File: src/rtl/ucnt_sweep_ctrl.sv
// ucnt_sweep_ctrl
//   Command sequencer for the 8-bit universal up/down counter. It drives the
//   counter's active-low controls so that the counter sweeps lo -> hi, dwells,
//   sweeps hi -> lo and dwells again. An internal mirror tracks the counter
//   value, so no feedback from the counter is needed.
//
//   Optional build macro: UCS_REPEAT_EN adds the reps input. With it the sweep
//   repeats reps times (reps = 0 repeats until stop/clr_req).
//
// Ports
//   clk      system clock, rising edge
//   rstb     asynchronous active-low reset
//   start    pulse; begins a sweep when idle and lo <= hi
//   stop     abort; counter holds, return to idle
//   clr_req  abort plus one-cycle counter clear (highest priority)
//   lo, hi   sweep bounds, sampled on accepted start
//   dwell    hold cycles at each end, sampled on accepted start
//   reps     (UCS_REPEAT_EN only) sweep count, sampled on accepted start
//   clrb, ldb, hdb, upb, d   counter command (registered)
//   mirror   counter value after the current command is applied
//   busy     sweep in progress
//   done     one-cycle pulse at normal completion
//   err      one-cycle pulse on rejected start (lo > hi)
module ucnt_sweep_ctrl #(
    parameter int W  = 8,
    parameter int DW = 8
) (
    input  logic          clk,
    input  logic          rstb,
    input  logic          start,
    input  logic          stop,
    input  logic          clr_req,
    input  logic [W-1:0]  lo,
    input  logic [W-1:0]  hi,
    input  logic [DW-1:0] dwell,
`ifdef UCS_REPEAT_EN
    input  logic [7:0]    reps,
`endif
    output logic          clrb,
    output logic          ldb,
    output logic          hdb,
    output logic          upb,
    output logic [W-1:0]  d,
    output logic [W-1:0]  mirror,
    output logic          busy,
    output logic          done,
    output logic          err
);

    typedef enum logic [2:0] {
        IDLE,
        LOAD,
        UP,
        HOLD_HI,
        DOWN,
        HOLD_LO,
        FIN
    } state_t;

    state_t        state, ns;
    logic [W-1:0]  lo_q, hi_q, n_lo, n_hi;
    logic [DW-1:0] dwell_q, n_dwell;
    logic [DW-1:0] timer, n_timer;
    logic          n_clrb, n_ldb, n_hdb, n_upb;
    logic [W-1:0]  n_d, n_mirror;
    state_t        top_state;
`ifdef UCS_REPEAT_EN
    logic [7:0]    reps_q, n_reps, sweeps, n_sweeps;
`endif

    // State at the top of a sweep (after LOAD, or when a repeat restarts)
    always_comb begin
        if (hi_q > lo_q)
            top_state = UP;
        else if (dwell_q != '0)
            top_state = HOLD_HI;
        else
            top_state = FIN;
    end

    // Next state and next command; the command is derived from the next state
    // so that every output is registered together with the state.
    always_comb begin
        ns       = state;
        n_lo     = lo_q;
        n_hi     = hi_q;
        n_dwell  = dwell_q;
        n_timer  = timer;
        n_clrb   = 1'b1;
        n_ldb    = 1'b1;
        n_hdb    = 1'b0;
        n_upb    = 1'b1;
        n_d      = '0;
        n_mirror = mirror;
`ifdef UCS_REPEAT_EN
        n_reps   = reps_q;
        n_sweeps = sweeps;
`endif

        case (state)
            IDLE: begin
                if (start && !stop && lo <= hi) begin
                    ns      = LOAD;
                    n_lo    = lo;
                    n_hi    = hi;
                    n_dwell = dwell;
`ifdef UCS_REPEAT_EN
                    n_reps   = reps;
                    n_sweeps = '0;
`endif
                end
            end
            LOAD:    ns = top_state;
            UP:      if (mirror == hi_q) ns = (dwell_q != '0) ? HOLD_HI : DOWN;
            HOLD_HI: if (timer <= DW'(1)) ns = (hi_q != lo_q) ? DOWN : HOLD_LO;
            DOWN, HOLD_LO: begin
                // End of one full sweep: either at the low bound with no
                // dwell, or when the low dwell expires.
                if ((state == DOWN && mirror == lo_q && dwell_q == '0) ||
                    (state == HOLD_LO && timer <= DW'(1))) begin
`ifdef UCS_REPEAT_EN
                    if (reps_q != '0 && sweeps == reps_q - 8'd1) begin
                        ns = FIN;
                    end else begin
                        ns       = top_state;
                        n_sweeps = sweeps + 8'd1;
                    end
`else
                    ns = FIN;
`endif
                end else if (state == DOWN && mirror == lo_q) begin
                    ns = HOLD_LO;
                end
            end
            FIN:     ns = IDLE;
            default: ns = IDLE;
        endcase

        if (clr_req || (stop && state != IDLE))
            ns = IDLE;

        // Dwell timer: loaded on entry to a hold state, counts down to 1
        if ((ns == HOLD_HI || ns == HOLD_LO) && ns != state)
            n_timer = dwell_q;
        else if ((ns == HOLD_HI || ns == HOLD_LO) && timer > DW'(1))
            n_timer = timer - DW'(1);

        case (ns)
            LOAD: begin
                n_ldb = 1'b0;
                n_d   = n_lo;
            end
            UP: begin
                n_hdb = 1'b1;
                n_upb = 1'b0;
            end
            DOWN: begin
                n_hdb = 1'b1;
                n_upb = 1'b1;
            end
            default: ;
        endcase

        if (clr_req)
            n_clrb = 1'b0;

        // Counter priority: clear > load > hold > count
        if (!n_clrb)
            n_mirror = '0;
        else if (!n_ldb)
            n_mirror = n_d;
        else if (!n_hdb)
            n_mirror = mirror;
        else if (n_upb)
            n_mirror = mirror - W'(1);
        else
            n_mirror = mirror + W'(1);
    end

    always_ff @(posedge clk or negedge rstb) begin
        if (!rstb) begin
            state   <= IDLE;
            lo_q    <= '0;
            hi_q    <= '0;
            dwell_q <= '0;
            timer   <= '0;
            clrb    <= 1'b1;
            ldb     <= 1'b1;
            hdb     <= 1'b0;
            upb     <= 1'b1;
            d       <= '0;
            mirror  <= '0;
            busy    <= 1'b0;
            done    <= 1'b0;
            err     <= 1'b0;
`ifdef UCS_REPEAT_EN
            reps_q  <= '0;
            sweeps  <= '0;
`endif
        end else begin
            state   <= ns;
            lo_q    <= n_lo;
            hi_q    <= n_hi;
            dwell_q <= n_dwell;
            timer   <= n_timer;
            clrb    <= n_clrb;
            ldb     <= n_ldb;
            hdb     <= n_hdb;
            upb     <= n_upb;
            d       <= n_d;
            mirror  <= n_mirror;
            busy    <= (ns != IDLE) && (ns != FIN);
            done    <= (ns == FIN);
            err     <= (state == IDLE) && start && !stop && !clr_req && (lo > hi);
`ifdef UCS_REPEAT_EN
            reps_q  <= n_reps;
            sweeps  <= n_sweeps;
`endif
        end
    end

endmodule
File: config.mk
export PLATFORM = sky130hd
export DESIGN_NAME = ucnt_sweep_ctrl
export DESIGN_NICKNAME = d
export VERILOG_FILES = /design/src/rtl/ucnt_sweep_ctrl.sv
export SDC_FILE = /design/constraint.sdc
export NUM_CORES = 1
export LEC_CHECK = 0
export CAP_MARGIN = 20
export CELL_PAD_IN_SITES_DETAIL_PLACEMENT = 1
export CELL_PAD_IN_SITES_GLOBAL_PLACEMENT = 1
export CORE_AREA = 2 2 81 122
export CTS_BUF_LIST = sky130_fd_sc_hd__clkbuf_8
export DETAILED_ROUTE_END_ITERATION = 8
export DIE_AREA = 0 0 83 124
export PLACE_DENSITY = 0.88
export SLEW_MARGIN = 10
export SYNTH_ARGS = -nofsm -noshare
export SYNTH_HDL_FRONTEND = slang
export SYNTH_SLANG_ARGS = --single-unit
File: constraint.sdc
create_clock -name clk -period 4.1 [get_ports clk]
set_input_delay 0.82 -clock clk [delete_from_list [all_inputs] [get_ports clk]]
set_output_delay 0.82 -clock clk [all_outputs]
set_load 0.05 [all_outputs]
# Word-level counts from Yosys, hierarchy flattened
# Cells that the tools add are included.
dict set report word_totals {
  register_bits 58
  in_bits 29
  elab_cells 90
}
dict set report op_classes {
  n_addsub 3
  order_cmp 5
  n_eq_ne 16
  n_mux 24
  reduce_logical 28
}
# operator count
set op_table {}
lappend op_table {{$mux 8} 9}
lappend op_table {{$mux 3} 9}
lappend op_table {{$eq 8x8->1} 2}
lappend op_table {{$gt 8x8->1} 2}
lappend op_table {{$sub 8x1->8 const B} 2}
lappend op_table {{$eq 3x3->1 const B} 5}
lappend op_table {{$pmux 3 s5} 1}
lappend op_table {{$logic_and 1x1->1} 13}
lappend op_table {{$eq 3x2->1 const B} 4}
lappend op_table {{$reduce_bool 3->1} 3}
lappend op_table {{$add 8x1->8 const B} 1}
lappend op_table {{$gt 8x1->1 const B} 1}
lappend op_table {{$le 8x1->1 const B} 1}
lappend op_table {{$le 8x8->1} 1}
lappend op_table {{$logic_not 8->1} 1}
lappend op_table {{$ne 8x8->1} 1}
lappend op_table {{$reduce_bool 8->1} 1}
lappend op_table {{$eq 3x1->1 const B} 2}
lappend op_table {{$mux 1} 5}
lappend op_table {{$reduce_or 2->1} 2}
lappend op_table {{$logic_not 3->1} 1}
lappend op_table {{$logic_or 1x1->1} 3}
lappend op_table {{$ne 3x3->1} 1}
lappend op_table {{$ne 3x3->1 const B} 1}
lappend op_table {{3 further kinds} 4}

# Longest topological paths before layout
dict set report logic_depth {
  word_depth 13
  depth_mapped 20
  depth_no_buf 19
}

# Least setup slack after synthesis
# Ideal clock, no wire load.
dict set report synth_timing {
  kind {in2reg}
  start {in hi[1]}
  end {reg mirror[7]}
  setup_ns 0.088
  arrival_ns 3.851
  setup_slack_ns 0.161
  path_stages 20
  cell_sequence {inv_1 > ha_1 > nor2b_1 > o211ai_1 > a21oi_1 > o22ai_1 > a21oi_2 > and2_1 > buf_4 > nand3_2 > ha_1 > a21o_1 > a21oi_1 > o21ai_1 > o21ai_1 > nand2b_1 > a21oi_1 > nor4b_1 > mux2i_1 > a41oi_1}
}
dict set report synth_via {
  elab_chain_cells 10
  elab_cells_between_ends 18
}
# item line_no
set synth_rtl {}
lappend synth_rtl {{start: declaration} 34} ;# input logic [W-1:0] hi,
lappend synth_rtl {{$le 8x8->1 (*)} 102} ;# if (start && !stop && lo <= hi) begin
lappend synth_rtl {{$logic_and 1x1->1 (*)} 102}
lappend synth_rtl {{$mux 3} 102}
lappend synth_rtl {{$pmux 3 s5} 100} ;# case (state)
lappend synth_rtl {{$mux 3} 139} ;# if (clr_req || (stop && state != IDLE))
lappend synth_rtl {{$eq 3x2->1} 148} ;# case (ns)
lappend synth_rtl {{$mux 8} 174} ;# else if (n_upb)
lappend synth_rtl {{$mux 8} 172} ;# else if (!n_hdb)
lappend synth_rtl {{$mux 8} 170} ;# else if (!n_ldb)
lappend synth_rtl {{$mux 8} 168} ;# if (!n_clrb)
lappend synth_rtl {{end signal: assignment} 211} ;# mirror <= n_mirror;
lappend synth_rtl {{end: declaration} 44} ;# output logic [W-1:0] mirror,
# Mark *: on every way between the ends. The rest lies on a longest branch, timed or not. The select of a mux whose other input is x is not followed.
# A chain may end at the register's enable or synchronous reset.

# Final worst setup path
dict set report layout_timing {
  start {reg dwell_q[4]}
  end {reg mirror[6]}
}
dict set report layout_via {
  elab_chain_cells 11
  elab_cells_between_ends 22
}
# item line_no
set layout_rtl {}
lappend layout_rtl {{start: declaration} 62} ;# logic [DW-1:0] dwell_q, n_dwell;
lappend layout_rtl {{start signal: assignment} 204} ;# dwell_q <= n_dwell;
lappend layout_rtl {{$logic_not 8->1} 119} ;# if ((state == DOWN && mirror == lo_q && dwell_q == '0) ||
lappend layout_rtl {{$logic_and 1x1->1} 119}
lappend layout_rtl {{$logic_or 1x1->1} 119}
lappend layout_rtl {{$mux 3} 119}
lappend layout_rtl {{$pmux 3 s5 (*)} 100}
lappend layout_rtl {{$mux 3 (*)} 139}
lappend layout_rtl {{via ns[1]} 60} ;# state_t state, ns;
lappend layout_rtl {{$eq 3x2->1} 148}
lappend layout_rtl {{$mux 8} 174}
lappend layout_rtl {{$mux 8} 172}
lappend layout_rtl {{$mux 8} 170}
lappend layout_rtl {{$mux 8} 168}
# Mark *: on every way through the listed nets, which the timed path passes. The rest lies on a longest branch. The select of a mux whose other input is x is not followed.

==> impl_metrics.json <==
{
  "syn_to_final_growth_pct": 37.0,
  "synth.lib_cells_used.distinct": 54,
  "ctsLongestPathBuffers": 2,
  "layout.cells.most_common_list": "sky130_fd_sc_hd__dfrtp_1, sky130_fd_sc_hd__clkdlybuf4s50_1, sky130_fd_sc_hd__nand2_1, sky130_fd_sc_hd__buf_4, sky130_fd_sc_hd__nor2_1",
  "timing.fmax_mhz": 247,
  "slew-limit-headroom_pct": 48.5,
  "synth.cell_area_um2": 3520,
  "worst_ir_drop_vdd_mv": 0.393,
  "kind_of_critical_path": "flip-flop to flip-flop",
  "route.antenna.remaining_nets": 0,
  "layout.core_utilization_pct": 52.4,
  "synth_sequential_area_ratio_pct": 41.3,
  "nNetsFinal": 504,
  "setup.reg_to_reg.worst_slack_ns": 0.05,
  "multiInputGateArea_um2": 2060,
  "pwr_density_cell_nw_per_um2": 696,
  "first_iteration_detailed_routing_drc_count": 245,
  "routedWlPerCell_um": 20.0,
  "timing.hold.ws_ns": 0.518,
  "clock_tree.htree_level_count": 3,
  "p_leak_nw": 2.22,
  "worst-endpoint-required_ns": 4.36,
  "routabilityCongestion": 0.887,
  "maxCapViolations": 0,
  "portBuffers": 51,
  "floorplan.die.width_um": 83,
  "preCtsSetupSlack_ns": -0.453,
  "setup.worst_path.start_class": "flip-flop",
  "final_period_minus_worst_setup_slack_ns": 4.05,
  "synth_warnings": 0,
  "tightestPinTransition_ns": 0.773,
  "post-dp-hpwl_um": 7880,
  "grt_remaining_overflow": 0,
  "filler_cell_count": 1012,
  "fin_skew_ns": 0.0118,
  "drt_drc_violations_left": 0,
  "clock-sinks": 58,
  "finalSetupTns_ns": 0,
  "number_of_top_level_pins": 52,
  "largest_net_degree_at_the_start_of_global_routing": 32,
  "cts.hold.buffers_added": 0,
  "finalSetupViolCount": 0,
  "floorplan.initialDensity_pct": 38.3,
  "design.die.area_um2": 10300,
  "routed_via_density": 5.50,
  "placementRows": 43,
  "wl_um": 11300,
  "clkTransAtPathRegs_ns": 0.07,
  "yosys_most_used_dff": "sky130_fd_sc_hd__dfrtp_1",
  "netlist_instances": 369,
  "layout_commonest_cell": "sky130_fd_sc_hd__dfrtp_1",
  "crit_path_setup_slack_layout_ns": 0.0539,
  "synthesis.area_per_instance_um2": 9.54,
  "floorplan.die.height_um": 124,
  "hold_path_class": "input port to asynchronous set/reset pin",
  "clk_latency_ns": 0.36,
  "vias": 3117,
  "outcome": "completed",
  "sequential_cell_area_um2": 1460,
  "maxSlewViolCount": 0,
  "post-route-period-util_pct": 98.7,
  "drtPass1Iterations": 4,
  "tritoncts": "built",
  "number_of_global_route_vias_before_repair": 3452,
  "crit_path_max_fanout": 7,
  "synthesis.nets": 423,
  "timing_hold_violations_final": 0,
  "critical_path.endpoint_type": "flip-flop",
  "root_buffer_selected_by_cts": "sky130_fd_sc_hd__clkbuf_8",
  "postSynth.asyncResetShare_pct": 100,
  "grt_antenna_before_repair": 0,
  "layout_cells_sized_above_1_pct": 21.3,
  "first_pass_grt_wire_length_um": 17300,
  "core_area_um2": 9200,
  "grt_util_all_layers_pct": 21.7,
  "arrival_ns": 4.31,
  "synth_seq_cells": 58,
  "antenna-diode-count": 0,
  "synth_edf_count": 0,
  "cts_buffers": 9
}
## flip-flops by register name, indices dropped and copies added (netlist names)
name	count
busy	1
upb	1
state	3
timer	8
clrb	1
hdb	1
dwell_q	8
d	8
ldb	1
hi_q	8
err	1
done	1
mirror	8
lo_q	8
## Yosys cell counts (3+ instances only)
master | number | area share (%)
sky130_fd_sc_hd__nand4_1 | 6 | 1.1
sky130_fd_sc_hd__xnor2_1 | 11 | 2.7
sky130_fd_sc_hd__nand2_1 | 36 | 3.8
sky130_fd_sc_hd__xor2_1 | 10 | 2.5
sky130_fd_sc_hd__ha_1 | 24 | 8.5
sky130_fd_sc_hd__nor3b_1 | 3 | 0.64
sky130_fd_sc_hd__nor2_1 | 27 | 2.9
sky130_fd_sc_hd__a31oi_1 | 7 | 1.2
sky130_fd_sc_hd__inv_1 | 29 | 3.1
sky130_fd_sc_hd__nor2b_1 | 9 | 1.6
sky130_fd_sc_hd__nor4_1 | 6 | 1.1
sky130_fd_sc_hd__clkbuf_1 | 8 | 0.85
sky130_fd_sc_hd__o21ai_0 | 16 | 2.3
sky130_fd_sc_hd__nor3_1 | 7 | 1.0
sky130_fd_sc_hd__a21o_1 | 5 | 1.1
sky130_fd_sc_hd__or3_1 | 3 | 0.53
sky130_fd_sc_hd__dfstp_2 | 3 | 2.2
sky130_fd_sc_hd__nand2b_1 | 5 | 0.89
sky130_fd_sc_hd__nand3_1 | 6 | 0.85
sky130_fd_sc_hd__mux2_2 | 11 | 3.5
sky130_fd_sc_hd__buf_4 | 3 | 0.64
sky130_fd_sc_hd__o211ai_1 | 3 | 0.64
sky130_fd_sc_hd__nand3b_1 | 6 | 1.3
sky130_fd_sc_hd__a21oi_1 | 17 | 2.4
sky130_fd_sc_hd__dfrtp_1 | 55 | 39
sky130_fd_sc_hd__mux2i_1 | 15 | 4.3
## layer usage
layer	vias to the layer above	routed length [um]	track usage, %
met5	-	0	0
met4	0	541	12.9
met3	39	344	3.64
met2	82	6190	41.3
met1	1551	4240	22.1
li1	1445	-	-
## where the power goes
part           switching, mW  total, mW  leakage (nW)  internal, mW
clock network          0.244      0.759         0.143         0.515
logic                  0.866       1.59          1.35         0.723
registers              0.260       1.01         0.729         0.750
## worst paths after layout
path / startpoint / cells after the start / to
worst max-delay path: dwell_q[4]$_DFFE_PN0P_ / 17 / mirror[6]$_DFFE_PN0P_
worst min-delay path: rstb / 1 / hi_q[0]$_DFFE_PN0P_
worst max register to register: dwell_q[4]$_DFFE_PN0P_ / 17 / mirror[6]$_DFFE_PN0P_
worst min register to register: hi_q[5]$_DFFE_PN0P_ / 2 / hi_q[5]$_DFFE_PN0P_
max in group asynchronous: rstb / 2 / clrb$_DFF_PN1_
min in group clk: hi_q[5]$_DFFE_PN0P_ / 2 / hi_q[5]$_DFFE_PN0P_
## repair_timing
action | 4_1_cts | 5_1_grt
endpoints found under the hold margin | 0 | 0
pin swaps | 0 | 11
endpoints found under the setup margin | 2 | 2
cloned | 0 | 0
gates resized for setup | 4 | 32
buffers inserted | 0 | 4
## logic make-up (layout without fill, tap and decap cells)
kind of cell / Yosys count / count (layout) / share of synthesized area, %
and+or+nand+nor: 126 / 126 / 18.9
adders and majority gates: 25 / 25 / 9.10
muxes: 26 / 26 / 7.79
DFF: 58 / 58 / 41.3
buffers and inverters: 44 / 130 / 5.26
AOI/OAI and AO/OA: 69 / 69 / 12.4
xor gates and xnor gates: 21 / 21 / 5.23
## per-stage QoR
step / area [um2] / instances / power (mW)
2_1_floorplan: 3520 / 369 / 1.89
3_3_place_gp: 4310 / 547 / 2.31
3_5_place_dp: 4310 / 547 / 2.40
4_1_cts: 4610 / 563 / 3.21
5_1_grt: 4820 / 567 / 3.55
6_report: 4820 / 567 / 3.36
## cell type report
class                   count  share of cell area (%)
repair buffers             84                    16.0
flip-flops and latches     58                    30.2
inverters                  30                    2.34
clock buffers              12                    3.43
well taps                 112                    2.91
multi-input cells         267                    42.6
clock inverters             4                    2.49
## worst max-delay path, stage by stage, from the launching register on
cell,delay [ns]
sky130_fd_sc_hd__dfrtp_1,0.42
sky130_fd_sc_hd__nor4_2,0.40
sky130_fd_sc_hd__nand2_1,0.25
sky130_fd_sc_hd__nor4_2,0.46
sky130_fd_sc_hd__a21oi_1,0.11
sky130_fd_sc_hd__o21ai_2,0.19
sky130_fd_sc_hd__and2_1,0.27
sky130_fd_sc_hd__nand3_4,0.09
sky130_fd_sc_hd__buf_4,0.19
sky130_fd_sc_hd__ha_1,0.31
sky130_fd_sc_hd__buf_4,0.16
sky130_fd_sc_hd__o21ai_1,0.13
sky130_fd_sc_hd__nand2b_1,0.13
sky130_fd_sc_hd__a21o_1,0.19
sky130_fd_sc_hd__a21oi_1,0.20
sky130_fd_sc_hd__xnor2_1,0.16
sky130_fd_sc_hd__nand2_1,0.08
sky130_fd_sc_hd__a31oi_1,0.22
Power figures use the tool's default switching activity.
==> edit (config.mk and constraints unchanged) <==
Add an input register stage for `start`, `stop`, `clr_req`, `lo`, `hi` and `dwell`; this delays them by one clock. Comments in the files are not updated.
--- a/src/rtl/ucnt_sweep_ctrl.sv
+++ b/src/rtl/ucnt_sweep_ctrl.sv
@@ -57,6 +57,22 @@
         FIN
     } state_t;
 
+    logic start_q;
+    logic stop_q;
+    logic clr_req_q;
+    logic [W-1:0] lo_r;
+    logic [W-1:0] hi_r;
+    logic [DW-1:0] dwell_r;
+
+    always_ff @(posedge clk) begin
+        start_q   <= start;
+        stop_q    <= stop;
+        clr_req_q <= clr_req;
+        lo_r      <= lo;
+        hi_r      <= hi;
+        dwell_r   <= dwell;
+    end
+
     state_t        state, ns;
     logic [W-1:0]  lo_q, hi_q, n_lo, n_hi;
     logic [DW-1:0] dwell_q, n_dwell;
@@ -99,11 +115,11 @@
 
         case (state)
             IDLE: begin
-                if (start && !stop && lo <= hi) begin
+                if (start_q && !stop_q && lo_r <= hi_r) begin
                     ns      = LOAD;
-                    n_lo    = lo;
-                    n_hi    = hi;
-                    n_dwell = dwell;
+                    n_lo    = lo_r;
+                    n_hi    = hi_r;
+                    n_dwell = dwell_r;
 `ifdef UCS_REPEAT_EN
                     n_reps   = reps;
                     n_sweeps = '0;
@@ -136,7 +152,7 @@
             default: ns = IDLE;
         endcase
 
-        if (clr_req || (stop && state != IDLE))
+        if (clr_req_q || (stop_q && state != IDLE))
             ns = IDLE;
 
         // Dwell timer: loaded on entry to a hold state, counts down to 1
@@ -161,7 +177,7 @@
             default: ;
         endcase
 
-        if (clr_req)
+        if (clr_req_q)
             n_clrb = 1'b0;
 
         // Counter priority: clear > load > hold > count
@@ -211,7 +227,7 @@
             mirror  <= n_mirror;
             busy    <= (ns != IDLE) && (ns != FIN);
             done    <= (ns == FIN);
-            err     <= (state == IDLE) && start && !stop && !clr_req && (lo > hi);
+            err     <= (state == IDLE) && start_q && !stop_q && !clr_req_q && (lo_r > hi_r);
 `ifdef UCS_REPEAT_EN
             reps_q  <= n_reps;
             sweeps  <= n_sweeps;
Formal check against the unedited RTL: not equivalent (Yosys sat finds a counterexample within 4 cycles, from zero or initial values and one cycle with rstb low).
==> edit against the original RTL <==
  * The run now ends with negative setup slack left
  * Total power rose by 27%
  * Sequential cell count rose by 27
  * Cell area rose by 12%
  * Routed wire length rose by 19%
  * Global-route usage rose by 3.1 points
  * Non-clock buffer count rose by 13
  * Synthesized cell count rose by 3.0%
  * Worst setup slack got worse by 260 ps
  * Largest power group unchanged
  * Area after synthesis rose by 17%
  * Combinational power rose by 43%
==> edit: results (changes against the original RTL) <==
[synthesis]
synth_common_cells = 55 x dfrtp_1, 30 x inv_1, 27 x dfxtp_1  ; was 55 x dfrtp_1, 36 x nand2_1, 29 x inv_1
ys_seq_area_frac = 0.486  ; was 0.413
synth_compound_area_frac = 0.118  ; was 0.124
synth_fa_ha_area_frac = 0.0780  ; was 0.0910
ys.flop_type = dfrtp_1  ; unchanged
synth_cell_type_count = 58  ; was 54
synth_xor_area_frac = 0.0490  ; was 0.0523
synth_fp_nets = 434  ; was 423
muxShareOfSynthArea = 0.0810  ; was 0.0779
synthArstFlopShare = 0.682  ; was 1.00
yosys-top-cells-area = dfrtp_1 33%, dfxtp_1 13%, ha_1 7.3%, mux2_2 4.9%, xnor2_1 4.5%  ; was dfrtp_1 39%, ha_1 8.5%, mux2i_1 4.3%, nand2_1 3.8%, mux2_2 3.5%

[drt]
vias_per_cell = 5.70  ; was 5.50
drt_iter0_markers = 135  ; was 245
wl_um = 13400  ; was 11,300 um
drtPass1Iterations = 4  ; unchanged

[timing]
skew_ps = 13.4  ; was 11.8 ps
worst_slack_ps = -204  ; was 53.9 ps
worst_pin_slew_ps = 875  ; was 773 ps
finalSetupViolCount = 1  ; was 0

[setup_path]
slowest_stage = or3_4  ; was nor4_2
crit_family = compound AO/OA/AOI/OAI gates  ; was simple AND/OR/NAND/NOR gates
critical_path.max_fanout = 2  ; was 7
timing.rr.start = lo_r[1]$_DFF_P_  ; was dwell_q[4]$_DFFE_PN0P_
rr_worst_depth = 19  ; was 17
crit_path_max_incr_delay_ps = 390  ; was 460 ps
endpoint = mirror[7]$_DFFE_PN0P_  ; was mirror[6]$_DFFE_PN0P_

[place]
place_congestion = 0.921  ; was 0.887
placed_area_mm2 = 0.00492  ; was 0.00431 mm^2
dp_hpwl_um = 8440  ; was 7880 um

[pwr]
ir_drop_uv = 529  ; was 393 uV
p_leak_nw = 2.34  ; was 2.22 nW
p_int_mw = 2.48  ; was 1.99 mW

[cells_and_area]
nets = 528  ; was 504
drive_gt1_frac = 0.257  ; was 0.213

[worst_hold_path]
hold_path.class = flop to flop  ; was input port to asynchronous set/reset pin

[grt]
grt_max_degree = 31  ; was 32
grt_pass1_vias = 3735  ; was 3,452
groute.usage.overall = 0.248  ; was 0.217
grt_pass1_wl_um = 19600  ; was 17,300 um

[status]
status = finished with violations  ; was complete, no violations
violations = negative setup slack

[cts]
clkLatencyLatePin_ps = 380  ; was 360 ps

==> edit: changes by cell type in the layout (fill, tap and decap cells not counted), moves of 4 or more <==
cell and change:
buf_4 +12, xnor2_1 +10, clkdlybuf4s50_1 +8, dfxtp_1 +25, a21oi_1 -5, o221ai_2 +4
nand3b_1 -6, mux2_2 +7, a31oi_1 -5, xor2_1 -8, o21ai_0 -8, nand2_1 -14
dlymetal6s2s_1 -8
==> edit: cell type report <==
cell class / count / area, um^2
timing repair buffer: 97 / 855
clock inverter: 6 / 87.6
tap: 112 / 140
inverter: 31 / 116
clock buffer: 10 / 138
sequential: 85 / 2000
multi-input combinational: 250 / 2070
fill: 965 / 3790
==> edit: timing repair <==
item	CTS	global route
endpoints found under the setup margin	2	3
buffers inserted	7	8
resized for setup	14	13
pin swaps	13	14
==> edit: worst min-delay path by stage <==
stage          depth (start not counted)  slack, ps                      to
2_1_floorplan                          1        420           err$_DFF_PN0_
3_3_place_gp                           1        440  dwell_q[3]$_DFFE_PN0P_
3_5_place_dp                           1        450  dwell_q[7]$_DFFE_PN0P_
4_1_cts                                1        470  dwell_q[7]$_DFFE_PN0P_
5_1_grt                                1        490  dwell_q[5]$_DFFE_PN0P_
6_report                               1        470  dwell_q[7]$_DFFE_PN0P_
==> edit: layer usage <==
metal | wire length, um | up-vias | track usage | share of wire
met2 | 7240 | 92 | 0.455 | 0.54
met3 | 382 | 51 | 0.0457 | 0.028
met4 | 925 | 0 | 0.173 | 0.069
li1 | - | 1514 | - | -
met1 | 4860 | 1714 | 0.254 | 0.36
met5 | 0 | - | 0 | 0
==> edit: power groups by stage <==
| stage | clock [mW] | combinational [mW] | sequential [mW] |
|---|---|---|---|
| 2_1_floorplan | 0 | 1.11 | 1.44 |
| 3_3_place_gp | 0 | 1.82 | 1.30 |
| 3_5_place_dp | 0 | 1.92 | 1.32 |
| 4_1_cts | 0.680 | 2.05 | 1.30 |
| 5_1_grt | 0.712 | 2.43 | 1.34 |
| 6_report | 0.670 | 2.27 | 1.31 |
==> edit: stage by stage <==
stage	cells	power [mW]	utilization	TNS, ps	setup slack [ps]
floorplan	380	2.56	-	0	5.42
detailed placement	560	3.24	0.535	-218	-149
global placement	560	3.13	0.535	0	56.5
CTS	583	4.03	0.573	-147	-147
finish	591	4.25	0.588	-204	-204
global route	591	4.49	0.588	-444	-353
==> edit: cells by family (layout without fill, tap and decap cells) <==
family                     after synthesis  count (layout)
and+or+nand+nor                        109             109
DFF                                     85              85
AOI/OAI and AO/OA                       62              62
buffers and inverters                   45             144
muxes                                   31              31
adders and majority gates               25              25
xor gates and xnor gates                23              23
